## src/rtl/dma_copy_if.sv

```systemverilog
// Bundled register-port and memory-port signals of the dma_copy block.
// The master side is the DMA engine; the slave side is the CPU/memory environment.
interface dma_copy_if;
   logic [1:0]  cfg_addr;
   logic        cfg_we;
   logic [31:0] cfg_wd;
   logic [31:0] cfg_rd;
   logic [31:0] mem_addr;
   logic        mem_we;
   logic [31:0] mem_wd;
   logic        mem_req;
   logic        mem_gnt;
   logic [31:0] mem_rd;
   logic        irq;

   modport master (
      input  cfg_addr, cfg_we, cfg_wd, mem_gnt, mem_rd,
      output cfg_rd, mem_addr, mem_we, mem_wd, mem_req, irq
   );

   modport slave (
      output cfg_addr, cfg_we, cfg_wd, mem_gnt, mem_rd,
      input  cfg_rd, mem_addr, mem_we, mem_wd, mem_req, irq
   );
endinterface

```

## src/rtl/dma_copy.sv

```systemverilog
// Single-channel word-copy DMA: reads SRC, writes DST, one word per READ/WRITE pair,
// LEN words total, with abort, done/interrupt and live register readback.
module dma_copy (
   input logic        clk,
   input logic        reset,
   dma_copy_if.master bus
);
   typedef enum logic [1:0] {IDLE, READ, WRITE, FINISH} state_t;

   state_t      state;
   logic [31:0] src;
   logic [31:0] dst;
   logic [31:0] data;
   logic [15:0] len;
   logic        im;
   logic        done;

   logic        busy;
   logic        ctrl_wr;
   logic        abort;
   logic        reg_wr;
   logic [15:0] len_next;

   assign busy     = (state == READ) || (state == WRITE);
   assign ctrl_wr  = bus.cfg_we && (bus.cfg_addr == 2'd0);
   assign abort    = ctrl_wr && !bus.cfg_wd[0];
   assign reg_wr   = bus.cfg_we && !busy;
   assign len_next = len - 16'd1;

   always_ff @(posedge clk or posedge reset) begin
      if (reset) begin
         state <= IDLE;
         src   <= 32'd0;
         dst   <= 32'd0;
         data  <= 32'd0;
         len   <= 16'd0;
         im    <= 1'b0;
         done  <= 1'b0;
      end else begin
         if (ctrl_wr) begin
            im <= bus.cfg_wd[1];
            if (bus.cfg_wd[2]) done <= 1'b0;
         end

         if (reg_wr) begin
            case (bus.cfg_addr)
               2'd1:    src <= {bus.cfg_wd[31:2], 2'b00};
               2'd2:    dst <= {bus.cfg_wd[31:2], 2'b00};
               2'd3:    len <= bus.cfg_wd[15:0];
               default: ;
            endcase
         end

         // NOTE: non-blocking assignments resolve to the last one written in this block,
         // so the done set below deliberately overrides the W1C clear above.
         case (state)
            IDLE: begin
               if (ctrl_wr && bus.cfg_wd[0]) begin
                  if (len != 16'd0) state <= READ;
                  else              done  <= 1'b1;
               end
            end
            READ: begin
               if (abort) begin
                  state <= IDLE;
               end else if (bus.mem_gnt) begin
                  data  <= bus.mem_rd;
                  state <= WRITE;
               end
            end
            WRITE: begin
               if (abort) begin
                  state <= IDLE;
               end else if (bus.mem_gnt) begin
                  src   <= src + 32'd4;
                  dst   <= dst + 32'd4;
                  len   <= len_next;
                  state <= (len_next == 16'd0) ? FINISH : READ;
               end
            end
            FINISH: begin
               done  <= 1'b1;
               state <= IDLE;
            end
            default: state <= IDLE;
         endcase
      end
   end

   // Memory port is a pure decode of registered state, so it holds steady while stalled.
   always_comb begin
      // NOTE: every output gets a default first so no path leaves it unassigned (no latch).
      bus.mem_req  = busy;
      bus.mem_we   = 1'b0;
      bus.mem_addr = 32'd0;
      bus.mem_wd   = 32'd0;
      case (state)
         READ:  bus.mem_addr = src;
         WRITE: begin
            bus.mem_addr = dst;
            bus.mem_we   = 1'b1;
            bus.mem_wd   = data;
         end
         default: ;
      endcase
   end

   always_comb begin
      bus.cfg_rd = 32'd0;
      case (bus.cfg_addr)
         2'd0: bus.cfg_rd = {29'd0, done, im, busy};
         2'd1: bus.cfg_rd = src;
         2'd2: bus.cfg_rd = dst;
         2'd3: bus.cfg_rd = {16'd0, len};
      endcase
   end

   assign bus.irq = done & im;
endmodule

```

## src/flat_wrapper.sv

```systemverilog
// flat-port wrapper written by rule: the top's interface ports become plain ports
module dma_copy_flat 
  (clk, reset, bus_cfg_addr, bus_cfg_we, bus_cfg_wd, bus_mem_gnt, bus_mem_rd, bus_cfg_rd, bus_mem_addr, bus_mem_we, bus_mem_wd, bus_mem_req, bus_irq);
  dma_copy_if bus_i ();
  input logic clk;
  input logic reset;
  input wire logic [$bits(bus_i.cfg_addr)-1:0] bus_cfg_addr;
  input wire logic [$bits(bus_i.cfg_we)-1:0] bus_cfg_we;
  input wire logic [$bits(bus_i.cfg_wd)-1:0] bus_cfg_wd;
  input wire logic [$bits(bus_i.mem_gnt)-1:0] bus_mem_gnt;
  input wire logic [$bits(bus_i.mem_rd)-1:0] bus_mem_rd;
  output wire logic [$bits(bus_i.cfg_rd)-1:0] bus_cfg_rd;
  output wire logic [$bits(bus_i.mem_addr)-1:0] bus_mem_addr;
  output wire logic [$bits(bus_i.mem_we)-1:0] bus_mem_we;
  output wire logic [$bits(bus_i.mem_wd)-1:0] bus_mem_wd;
  output wire logic [$bits(bus_i.mem_req)-1:0] bus_mem_req;
  output wire logic [$bits(bus_i.irq)-1:0] bus_irq;
  assign bus_i.cfg_addr = bus_cfg_addr;
  assign bus_i.cfg_we = bus_cfg_we;
  assign bus_i.cfg_wd = bus_cfg_wd;
  assign bus_i.mem_gnt = bus_mem_gnt;
  assign bus_i.mem_rd = bus_mem_rd;
  assign bus_cfg_rd = bus_i.cfg_rd;
  assign bus_mem_addr = bus_i.mem_addr;
  assign bus_mem_we = bus_i.mem_we;
  assign bus_mem_wd = bus_i.mem_wd;
  assign bus_mem_req = bus_i.mem_req;
  assign bus_irq = bus_i.irq;
  dma_copy u_core (.clk(clk), .reset(reset), .bus(bus_i));
endmodule
```

## config.mk

```make
export PLATFORM = sky130hd
export DESIGN_NAME = dma_copy_flat
export DESIGN_NICKNAME = d
export VERILOG_FILES = /design/src/rtl/dma_copy_if.sv /design/src/rtl/dma_copy.sv /design/src/flat_wrapper.sv
export SDC_FILE = /design/constraint.sdc
export NUM_CORES = 1
export LEC_CHECK = 0
export ABC_AREA = 1
export BUFFER_PORTS_ARGS = -buffer_cell sky130_fd_sc_hd__buf_2
export CORE_MARGIN = 1
export CORE_UTILIZATION = 52
export CTS_BUF_LIST = sky130_fd_sc_hd__clkbuf_8
export CTS_CLUSTER_SIZE = 20
export DETAILED_ROUTE_END_ITERATION = 16
export PLACE_DENSITY = 0.79
export SKIP_CTS_REPAIR_TIMING = 1
export SYNTH_ARGS = -nofsm -noshare
export SYNTH_HDL_FRONTEND = slang
export SYNTH_SLANG_ARGS = --single-unit
```

## constraint.sdc

```tcl
create_clock -name clk -period 3.75 [get_ports clk]
set_input_delay 0.75 -clock clk [delete_from_list [all_inputs] [get_ports clk]]
set_output_delay 0.75 -clock clk [all_outputs]
set_load 0.03 [all_outputs]
```

==> impl_summary.md, run 1 <==
Power
The static leakage is around 5.0 nW. The worst-case IR drop observed on VDD is around 0.43 mV. For this design the ratio of total power to cell area is 856 nW/µm². Summing internal, switching and leakage power gives 8.15 mW.

Clocking
After clock tree synthesis, the clock-pin slew on the worst setup and hold paths is 70 ps. The clock passes through at most 2 buffers. The clock reaches the later pin of the worst-skew pair after 450 ps.

The TritonCTS clock tree is built. For this design, the sink count on the clock tree is 116. The clock tree synthesis step divided the H-tree into 4 levels. The number of buffers created by CTS is 17. CTS placed an instance of clkbuf_8 at the clock tree root.

Drt
The total wirelength of the detailed-routed design is 24,900 µm. The number of design rule violations left after detail routing is 0. The count of nets left with antenna violations once routing finished came out at 0.

Using the TritonRoute via totals, the vias-per-cell ratio works out to 5.56. The detailed router finished its first iteration with 928 violations. The total number of vias is 8,454. After detailed routing, the average wire length per cell comes to 16.4 µm. The iteration count of the initial detailed-routing pass is 6.

Floorplan
The initial core utilization is 53.4%. The standard-cell row count is between 40 and 50. The die covers 16,200 µm².

The chip width is 127 µm. The height of the chip is about 130 µm. The core area is 15,300 µm². ~170 I/O pins were placed.

STA
The pin slew with the least headroom to its limit is 873 ps. Once routing completed, OpenROAD measured the worst setup slack at 716 ps. Measured against its own limit, the worst slew margin works out to 41.6%. For the final database, setup skew stands at approximately 13 ps.

The total count of hold-check failures in the final report is 0. The final setup TNS is 0 ps. The timing-limited maximum frequency is 0.330 GHz.

The number of max-slew violations in the final report is 0. The number of setup violations in the final report is 0. Of the available clock period, the critical path in the final layout requires roughly four fifths. Setup repair after global routing left no endpoint under its margin. Hold timing on the final database bottoms out at a slack of 352 ps. The minimum clock period is 3030 ps.

Layout
In the final layout, the multi-input gates occupy 4380 µm². Fill cells in the final layout number 1,386. The area added between synthesis and finish is 16.9%. The utilization after layout is 62.4%. The sequential cell area is 2900 µm². The number of antenna diodes in the final layout is 0. The final layout contains 1,374 nets.

The number of non-filler instances in the completed layout is approximately 1,500. In the final layout, the share of cells above drive strength 1 is 22.6%. Summing all non-filler instances in the final layout gives an area of 9520 µm².

Global routing
The sum of overflow across all layers after global routing is 0. The via count of the first global-routing pass is 7,777. Global routing consumed, over all layers together, between 30 and 40% of the routing resources. The first-pass GRT wire length is just under 40,000 µm. The number of antenna violations at the first check in global routing is 0.

The maximum number of pins on one net before global-route repair is 62.

Placed design
Once placement completed, the tool counted placed cells totaling ~1,500. The worst setup timing slack at the placement stage is about 1000 ps. The routability-driven placement congestion ratio is 0.936. Summing all placed instances gives a cell area of 9130 µm². The port buffer count is 168. The detailed placement HPWL is 18,200 µm.

Yosys
The portion of synthesized cell area occupied by the leading cell type is 35.6%. After synthesis, the cell types taking the most area are dfrtp_1, nand2_1, inv_1. Summed over all instances, the cell type with the most area after synthesis is dfrtp_1. Summing the sequential cell areas from Yosys gives 35.6% of the chip area. During synthesis, Yosys emitted a total of 0 warnings.

Dividing the synthesized area by the synthesized cell count gives between 7 and 8 µm². The synthesized net count is 1,224. In the synthesized netlist, the number of instances is 1,146.

In this run, distinct cell masters in the synthesized netlist total 49. The cell area after technology mapping is between 8000 and 9000 µm². The register bit total from synthesis is 116.

Worst setup path
By startpoint and endpoint, the worst setup path is classified as flip-flop to output pin. The type of destination of the critical path is an output pin. The worst endpoint required time is ~3000 ps.

In this run the worst setup path begins at u_core.state[1]$_DFFE_PP0P_. STA puts the critical path data arrival time at 2280 ps. The worst setup path is launched from a flip-flop.

Along the worst path, the maximum fanout reaches 18. The worst register-to-register path has a setup slack of just over 1000 ps. The worst reg2reg path startpoint is u_core.state[0]$_DFFE_PP0P_.

Run status
The flow ran to the end, and the final reports show no timing, DRC or antenna violations.

Worst hold path
The worst hold path class is input pin to async pin.

Flow run
The number of max-capacitance violations reported is 0.
[where the power goes]
group          switching [mW]  leakage, nW  total [mW]  internal [mW]
Sequential              0.688         1.34        2.54           1.85
Combinational            3.01         3.45        4.44           1.43
Clock                   0.544        0.201        1.17          0.622
Total                    4.24         4.99        8.15           3.91
[cells in the final DEF (no fill, tap or decap), types with 3 or more instances in the layout]
master        n
nand4_1      12
o221ai_1     21
nor3_1       14
nand3_2       6
nor2_2        9
nand2_2       4
a211oi_1      5
or2_2         5
o22ai_1      30
inv_1       158
o21ai_0      90
nand2_1     335
inv_2         7
clkinvlp_4    4
nor2_4        7
mux2_2       32
buf_2       168
a31oi_1       9
xor2_1       31
a21oi_1      44
o2111ai_1     3
clkbuf_8     19
nand2_4       5
dfrtp_1     116
o21bai_1      6
clkinv_4      3
nand3_1      41
o211ai_1      4
ha_1          7
nor2_1       70
buf_4        13
[synth_stat cells (all sizes together)]
cell     count
inv        164
o22ai       30
mux2i        1
a21boi       2
clkbuf      29
nand4       12
and3         2
clkinv       1
a211oi       5
xnor2        2
xor2        31
o21a         1
or2          5
o21ai       91
nand3b       1
nand3       47
a22oi        2
ha           8
a31oi        9
buf         22
dfrtp      116
o21bai       6
o2111ai      3
mux2        32
a221oi       2
nor2        88
nor3        18
o211ai       4
nor4         2
o221ai      21
a21oi       44
a21o         1
nand2      344
[critical path, cell delays in order, from the launching register on]
cell and delay, ps:
dfrtp_1 400, inv_1 80, ha_1 400, inv_2 200, buf_4 280, a21oi_1 230
buf_2 240
[cell families after synthesis]
family	count (synthesis)	synth area share [%]
adder cells (fa/ha/maj)	8	1.23
AND/OR/NAND/NOR	519	28.3
flip-flops	116	35.6
buffers and inverters	216	10.7
AO/OA/AOI/OAI	221	16.1
XOR/XNOR	33	3.55
multiplexers	33	4.55
[path summary, 6_finish.rpt]
path / to / cells past startpoint
max in group asynchronous: u_core.dst[28]$_DFF_PP0_ / 3
max reg2reg: u_core.dst[16]$_DFF_PP0_ / 11
min in group clk: u_core.data[5]$_DFFE_PP0P_ / 1
min reg2reg: u_core.data[5]$_DFFE_PP0P_ / 1
max: bus_mem_addr[21] / 6
min: u_core.data[28]$_DFFE_PP0P_ / 2
[layout make-up]
class / instances / share of cell area (%)
clock buffers: 19 / 2.75
clock inverters: 13 / 1.42
inverters: 165 / 6.54
multi-input cells: 814 / 46.0
flip-flops and latches: 116 / 30.5
well taps: 211 / 2.77
repair buffers: 182 / 10.1
[flip-flops by register name (all words and copies together), names as in the netlist]
register	count
u_core.state	2
u_core.dst	32
u_core.data	32
u_core.done	1
u_core.len	16
u_core.src	32
u_core.im	1
[layer usage]
metal  up-vias  GRT usage [%]  wire, µm
li1       4015              -         -
met1      3953           41.2     10500
met2       424           48.9     11600
met3        62           7.33      2100
met4         0           13.7       765
met5         -              0         0
Power figures use the tool's default switching activity.
==> inputs of run 2 (changes only) <==
clock period = 2.69 ns   (was 3.75 ns; I/O delays follow)
==> run 2 against run 1 <==
  * Cell area is 2.1% higher
  * Critical path depth unchanged
  * Worst setup slack worse by 640 ps
  * Via count grew 0.46%
  * Non-clock buffer count increased by 4
  * Clock power increased by 78%
  * Count of clock-buffer cells in the layout up 2
  * Register-to-register slack got worse by 630 ps
  * Final cell count is 0.26% higher
  * Sequential share of layout area decreased by 0.62 points
  * Largest cell class unchanged
==> impl_summary.md, run 2 (synthesized netlist as in run 1, its figures left out) <==
Run status
Run status: completed (unchanged).

Clocking
The number of sinks driven by the clock tree is 116 (unchanged). The buffer type at the clock tree root is clkbuf_8 (unchanged). The number of buffers created by CTS is 17 (unchanged). The number of levels the H-tree was split into came to 4 (unchanged). The clock network latency to the later pin of the worst-skew pair is 460 ps (was 450 ps).

The clock slew at the register clock pins of the worst setup and hold paths was 80 ps (was 70 ps). The TritonCTS clock tree was built (unchanged). The clock tree buffer depth was 2 (unchanged).

Drt
The post-detailed-route via-to-cell ratio is 5.57 (was 5.56). The number of design rule violations left after detail routing is 0 (unchanged). The total number of vias is 8,493 (was 8,454).

The total wirelength of the detailed-routed design came to 25,300 µm (was 24,900 µm). The iteration count of the initial detailed-routing pass came to 6 (unchanged). The detail-routed net length per standard cell was 16.6 µm (was 16.4 µm).

The initial DRC count came to 870 (was 928). The number of routed nets with antenna violations is 0 (unchanged).

Worst setup path
The worst reg2reg path startpoint is u_core.state[0]$_DFFE_PP0P_ (unchanged). The type of destination of the critical path is an output pin (unchanged). The minimum setup slack among reg-to-reg paths is 400 ps (was 1030 ps). The longest individual stage delay on the worst path was 430 ps (was 400 ps). The launch point of the worst path is u_core.state[1]$_DFFE_PP0P_ (unchanged). Cells along the critical path: inv_1, ha_2, inv_2, buf_12, a21oi_1, buf_2 (was inv_1, ha_1, inv_2, buf_4, a21oi_1, buf_2). The highest-delay cell along the critical path is dfrtp_1 (unchanged). The cell family with the largest share of critical-path delay is buffers and inverters (unchanged). The number of cells on the critical path is 6 (unchanged). The largest fanout of any net on the critical path came to 32 (was 18).

The critical path class was flip-flop to output pin (unchanged). The reg-to-reg endpoint is u_core.dst[16]$_DFF_PP0_ (unchanged). The arrival time at the worst endpoint is 2070 ps (was 2280 ps). The worst reg-to-reg path cell count is 11 (unchanged). The worst endpoint required time is 2150 ps (was 3000 ps). The buffers plus inverters on the worst setup path was 4 (unchanged). The endpoint of the most critical setup path was bus_mem_addr[21] (unchanged). The critical path startpoint category is a flip-flop (unchanged).

Global routing
The sum of overflow across all layers after global routing came to 0 (unchanged). The maximum number of pins on one net before global-route repair is 117 (was 62). The number of antenna violations at the first check in global routing is 0 (unchanged). The combined global-route utilization of all metal layers came to 32.0% (was 31.2%). The first-pass GRT wire length is 40,100 µm (was 39,300 µm). The via count of the first global-routing pass is 7,769 (was 7,777).

STA
The number of max-slew violations in the final report was 0 (unchanged). The total count of hold-check failures in the final report is 0 (unchanged). The final critical path takes up 97.1% of the cycle. The post-route worst hold slack is 208 ps (was 352 ps). The worst relative slew slack is 53.9% (was 41.6%). The final setup TNS was 0 ps (unchanged).

The timing-limited maximum frequency is about 0.38 GHz. The worst clock skew came to 22.2 ps (was 12.8 ps). The post-route worst setup slack is 78.3 ps (was 716 ps). The pin slew with the least headroom to its limit is 690 ps (was 873 ps). The minimum clock period is 2610 ps. The number of setup violations in the final report is 0 (unchanged).

Placed design
The placement-stage cell area is 9190 µm² (was 9130 µm²). The routability-driven placement congestion ratio is 0.953 (was 0.936). The number of instances in the placed design is 1,492 (was 1,488). The port buffer count is 168 (unchanged). The detailed placement HPWL is 17,800 µm (was 18,200 µm). The worst setup timing slack at the placement stage is 429 ps (was 997 ps).

Layout
The number of non-filler instances in the completed layout is 1,524 (was 1,520). The post-route cell area came to 9720 µm² (was 9520 µm²). The final net count is 1,378 (was 1,374). The layout cell share with drive strength beyond 1 was 23.1% (was 22.6%). The area added between synthesis and finish is 19.3% (was 16.9%). The commonest non-fill, non-tap cell in the layout is nand2_1 (unchanged). The diode insertion count for antenna repair was 0 (unchanged). Leading cell types in the layout, fill and taps excluded: nand2_1, buf_2, inv_1 (unchanged). The utilization after layout is 63.7% (was 62.4%). Top Registers: u_core.data x32, u_core.dst x32, u_core.src x32 (unchanged).

Worst hold path
The worst hold path class is input pin to async pin (unchanged).

Floorplan
The standard-cell row count was 45 (unchanged). The core area is 15,300 µm² (unchanged). The chip width was 127 µm (unchanged). The height of the chip was 127 µm (unchanged). The initial core utilization is 53.4% (unchanged). The total die area is 16,200 µm² (unchanged). The number of I/O pins was 169 (unchanged).

Power
The worst supply voltage drop on vdd is 0.597 mV (was 0.426 mV). The static leakage came to 5.07 nW (was 4.99 nW). The post-layout total power is 12.0 mW (was 8.15 mW). The cell area power density came to 1230 nW/µm² (was 856 nW/µm²).

Flow run
The number of max-capacitance violations reported was 0 (unchanged).
-- run 2: changes by cell type in the layout (fill, tap and decap cells not counted), sizes merged --
cell,change
buf,+4
inv,-3
bufinv,+4
clkbuf,+2
clkinvlp,-1
clkinv,-2
-- run 2: power breakdown --
part           switching, mW  internal, mW  leakage (nW)
combinational           4.25          2.08          3.48
sequential             0.962          2.58          1.34
clock                  0.777          1.30         0.248
total                   5.99          5.96          5.07
-- run 2: area by class of cell --
| type | count | area, µm² |
|---|---|---|
| Clock inverter | 11 | 221 |
| Fill cell | 1363 | 5540 |
| Sequential cell | 116 | 2900 |
| Clock buffer | 21 | 289 |
| Multi-Input combinational cell | 814 | 4390 |
| Inverter | 165 | 623 |
| Timing Repair Buffer | 186 | 1030 |
| Tap cell | 211 | 264 |
-- run 2: worst min-delay path by stage --
stage | end | cells after the start | slack [ps] | from
floorplan | u_core.im$_DFFE_PP0P_ | 2 | 470 | u_core.im$_DFFE_PP0P_
global placement | u_core.data[14]$_DFFE_PP0P_ | 1 | 490 | u_core.data[14]$_DFFE_PP0P_
detailed placement | u_core.data[30]$_DFFE_PP0P_ | 1 | 490 | u_core.data[30]$_DFFE_PP0P_
CTS | u_core.data[26]$_DFFE_PP0P_ | 3 | 300 | reset
global route | u_core.data[26]$_DFFE_PP0P_ | 3 | 290 | reset
finish | u_core.data[26]$_DFFE_PP0P_ | 3 | 210 | reset
-- run 2: metal layers --
metal  GRT usage [%]  routed length [µm]  up-vias
met3            5.74                2140       62
met2            50.8               11800      449
met4            13.4                 716        0
li1                -                   -     4025
met5               0                   0        -
met1            43.2               10700     3957
-- run 2: worst min-delay path: stages --
cell and delay, ps:
buf_2 110, clkinvlp_4 70, buf_12 410
==> inputs of run 3 (changes only) <==
CORE_MARGIN = 5   (was 1)
==> run 3 against run 2 <==
  * Register-to-register slack barely moved
  * Final cell count barely moved
  * Via count rose by 0.68%
  * Maximum frequency fell by 0.46%
  * Critical endpoint is now bus_mem_addr[2]
  * Highest routed layer unchanged
==> impl_summary.md, run 3 (synthesized netlist as in run 1, its figures left out) <==
Run status
Run status: completed (unchanged).

Worst setup path
Cells along the critical path: inv_1, ha_1, clkbuf_8, nand2_1, a21oi_1, buf_2 (was inv_1, ha_2, inv_2, buf_12, a21oi_1, buf_2). The critical path class is flip-flop to output pin (unchanged). The reg-to-reg endpoint is u_core.dst[16]$_DFF_PP0_ (unchanged). The critical path startpoint category is a flip-flop (unchanged). The type of destination of the critical path was an output pin (unchanged). The worst reg-to-reg path cell count is 11 (unchanged). The minimum setup slack among reg-to-reg paths is 390 ps (was 400 ps).

The worst reg2reg path startpoint is u_core.state[0]$_DFFE_PP0P_ (unchanged). The worst endpoint required time is 2150 ps (about the same). The longest individual stage delay on the worst path came to 420 ps (was 430 ps). The highest-delay cell along the critical path is dfrtp_1 (unchanged).

The arrival time at the worst endpoint is 2090 ps (was 2070 ps). The largest fanout of any net on the critical path is 34 (was 32).

Floorplan
The height of the chip is 135 µm (was 127 µm). The initial core utilization was 53.4% (unchanged). The total die area is 18,300 µm² (was 16,200 µm²). The number of I/O pins is 169 (unchanged). The core area is 15,300 µm² (unchanged). The standard-cell row count is 45 (unchanged). The chip width is 135 µm (was 127 µm).

STA
The number of setup violations in the final report is 0 (unchanged). The pin slew with the least headroom to its limit is 823 ps (was 690 ps). The number of max-slew violations in the final report is 0 (unchanged).

The post-route worst hold slack was 246 ps (was 208 ps). The timing-limited maximum frequency is 0.381 GHz (was 0.383 GHz). The post-route worst setup slack is 66.3 ps (was 78.3 ps).

The worst clock skew was 15.9 ps (was 22.2 ps). The worst relative slew slack is 45.0% (was 53.9%). The total count of hold-check failures in the final report came to 0 (unchanged). The minimum clock period is 2620 ps (was 2610 ps). The final worst-path cycle share was 97.5% (was 97.1%). The final setup TNS is 0 ps (unchanged).

Placed design
The placement-stage cell area came to 9190 µm² (about the same). The worst setup timing slack at the placement stage is 292 ps (was 429 ps). The port buffer count is 168 (unchanged).

The number of instances in the placed design is 1,493 (was 1,492). The detailed placement HPWL was 18,800 µm (was 17,800 µm). The routability-driven placement congestion ratio is 0.986 (was 0.953).

Global routing
The combined global-route utilization of all metal layers came to 28.1% (was 32.0%). The maximum number of pins on one net before global-route repair came to 44 (was 117). The first-pass GRT wire length was 40,800 µm (was 40,100 µm). The number of antenna violations at the first check in global routing is 0 (unchanged). The via count of the first global-routing pass is 7,925 (was 7,769). The sum of overflow across all layers after global routing came to 0 (unchanged).

Layout
Top Registers: u_core.data x32, u_core.dst x32, u_core.src x32 (unchanged). The final net count is 1,379 (was 1,378). The diode insertion count for antenna repair is 0 (unchanged). The post-route cell area was 9640 µm² (was 9720 µm²). Leading cell types in the layout, fill and taps excluded: nand2_1, buf_2, inv_1 (unchanged).

The area added between synthesis and finish is 18.3% (was 19.3%). The number of non-filler instances in the completed layout came to 1,525 (was 1,524). The commonest non-fill, non-tap cell in the layout is nand2_1 (unchanged). The utilization after layout is 63.2% (was 63.7%). The layout cell share with drive strength beyond 1 is 23.1% (about the same).

Clocking
The number of sinks driven by the clock tree is 116 (unchanged). The clock tree buffer depth came to 2 (unchanged). The buffer type at the clock tree root is clkbuf_8 (unchanged). The number of buffers created by CTS is 17 (unchanged). The number of levels the H-tree was split into came to 4 (unchanged).

The TritonCTS clock tree is built (unchanged). The clock network latency to the later pin of the worst-skew pair is 450 ps (was 460 ps). The clock slew at the register clock pins of the worst setup and hold paths is 70 ps (was 80 ps).

Drt
The total number of vias is 8,551 (was 8,493). The number of design rule violations left after detail routing is 0 (unchanged). The initial DRC count is 921 (was 870). The post-detailed-route via-to-cell ratio is 5.61 (was 5.57). The number of routed nets with antenna violations is 0 (unchanged). The iteration count of the initial detailed-routing pass came to 5 (was 6). The total wirelength of the detailed-routed design is 25,900 µm (was 25,300 µm). The detail-routed net length per standard cell was 17.0 µm (was 16.6 µm).

Worst hold path
The worst hold path class was input pin to async pin (unchanged).

Power
The worst supply voltage drop on vdd is 0.609 mV (was 0.597 mV). The static leakage is 5.06 nW (was 5.07 nW). The cell area power density was 1210 nW/µm² (was 1230 nW/µm²).

The post-layout total power was 11.6 mW (was 12.0 mW).

Flow run
The number of max-capacitance violations reported came to 0 (unchanged).
==> run 3: cell count changes in the layout (fill, tap and decap cells not counted), sizes merged <==
cell      previous run  this run
bufinv               6         4
clkinv               4         8
clkinvlp             3         1
inv                163       164
==> run 3: worst max-delay path by stage <==
| stage | from | to | slack, ps | cells past startpoint |
|---|---|---|---|---|
| after floorplan | u_core.state[0]$_DFFE_PP0P_ | bus_mem_addr[13] | 170 | 6 |
| after global placement | bus_cfg_addr[0] | bus_cfg_rd[3] | 330 | 4 |
| after detailed placement | bus_cfg_addr[1] | u_core.dst[16]$_DFF_PP0_ | 290 | 11 |
| after CTS | u_core.state[0]$_DFFE_PP0P_ | bus_mem_addr[4] | 5 | 6 |
| after global routing | u_core.state[1]$_DFFE_PP0P_ | bus_mem_addr[26] | -7 | 6 |
| final | u_core.state[1]$_DFFE_PP0P_ | bus_mem_addr[2] | 70 | 6 |
==> run 3: power breakdown <==
part | internal (mW) | switching, mW
sequential | 2.58 | 0.951
clock | 1.07 | 0.752
combinational | 2.05 | 4.23
==> run 3: routing by layer <==
metal | up-vias | wire length [µm] | global-route usage [%]
met5 | - | 0 | 0
met4 | 0 | 703 | 10.1
met3 | 67 | 2680 | 7.21
met2 | 491 | 12200 | 44.8
met1 | 3962 | 10300 | 37.1
li1 | 4031 | - | -
==> run 3: layout make-up <==
| cell class | count | area [µm²] |
|---|---|---|
| Tap cell | 211 | 264 |
| Timing Repair Buffer | 187 | 1030 |
| Sequential cell | 116 | 2900 |
| Fill cell | 1363 | 5620 |
| Clock inverter | 12 | 159 |
| Clock buffer | 20 | 275 |
| Multi-Input combinational cell | 814 | 4380 |
| Inverter | 165 | 623 |
==> run 3: worst max-delay path, delay by kind of cell, from the launching register on <==
family                     cells  cell delay [ps]
AOI/OAI and AO/OA              1              260
DFF                            1              420
and+or+nand+nor                1               90
adders and majority gates      1              180
buffers and inverters          3              670
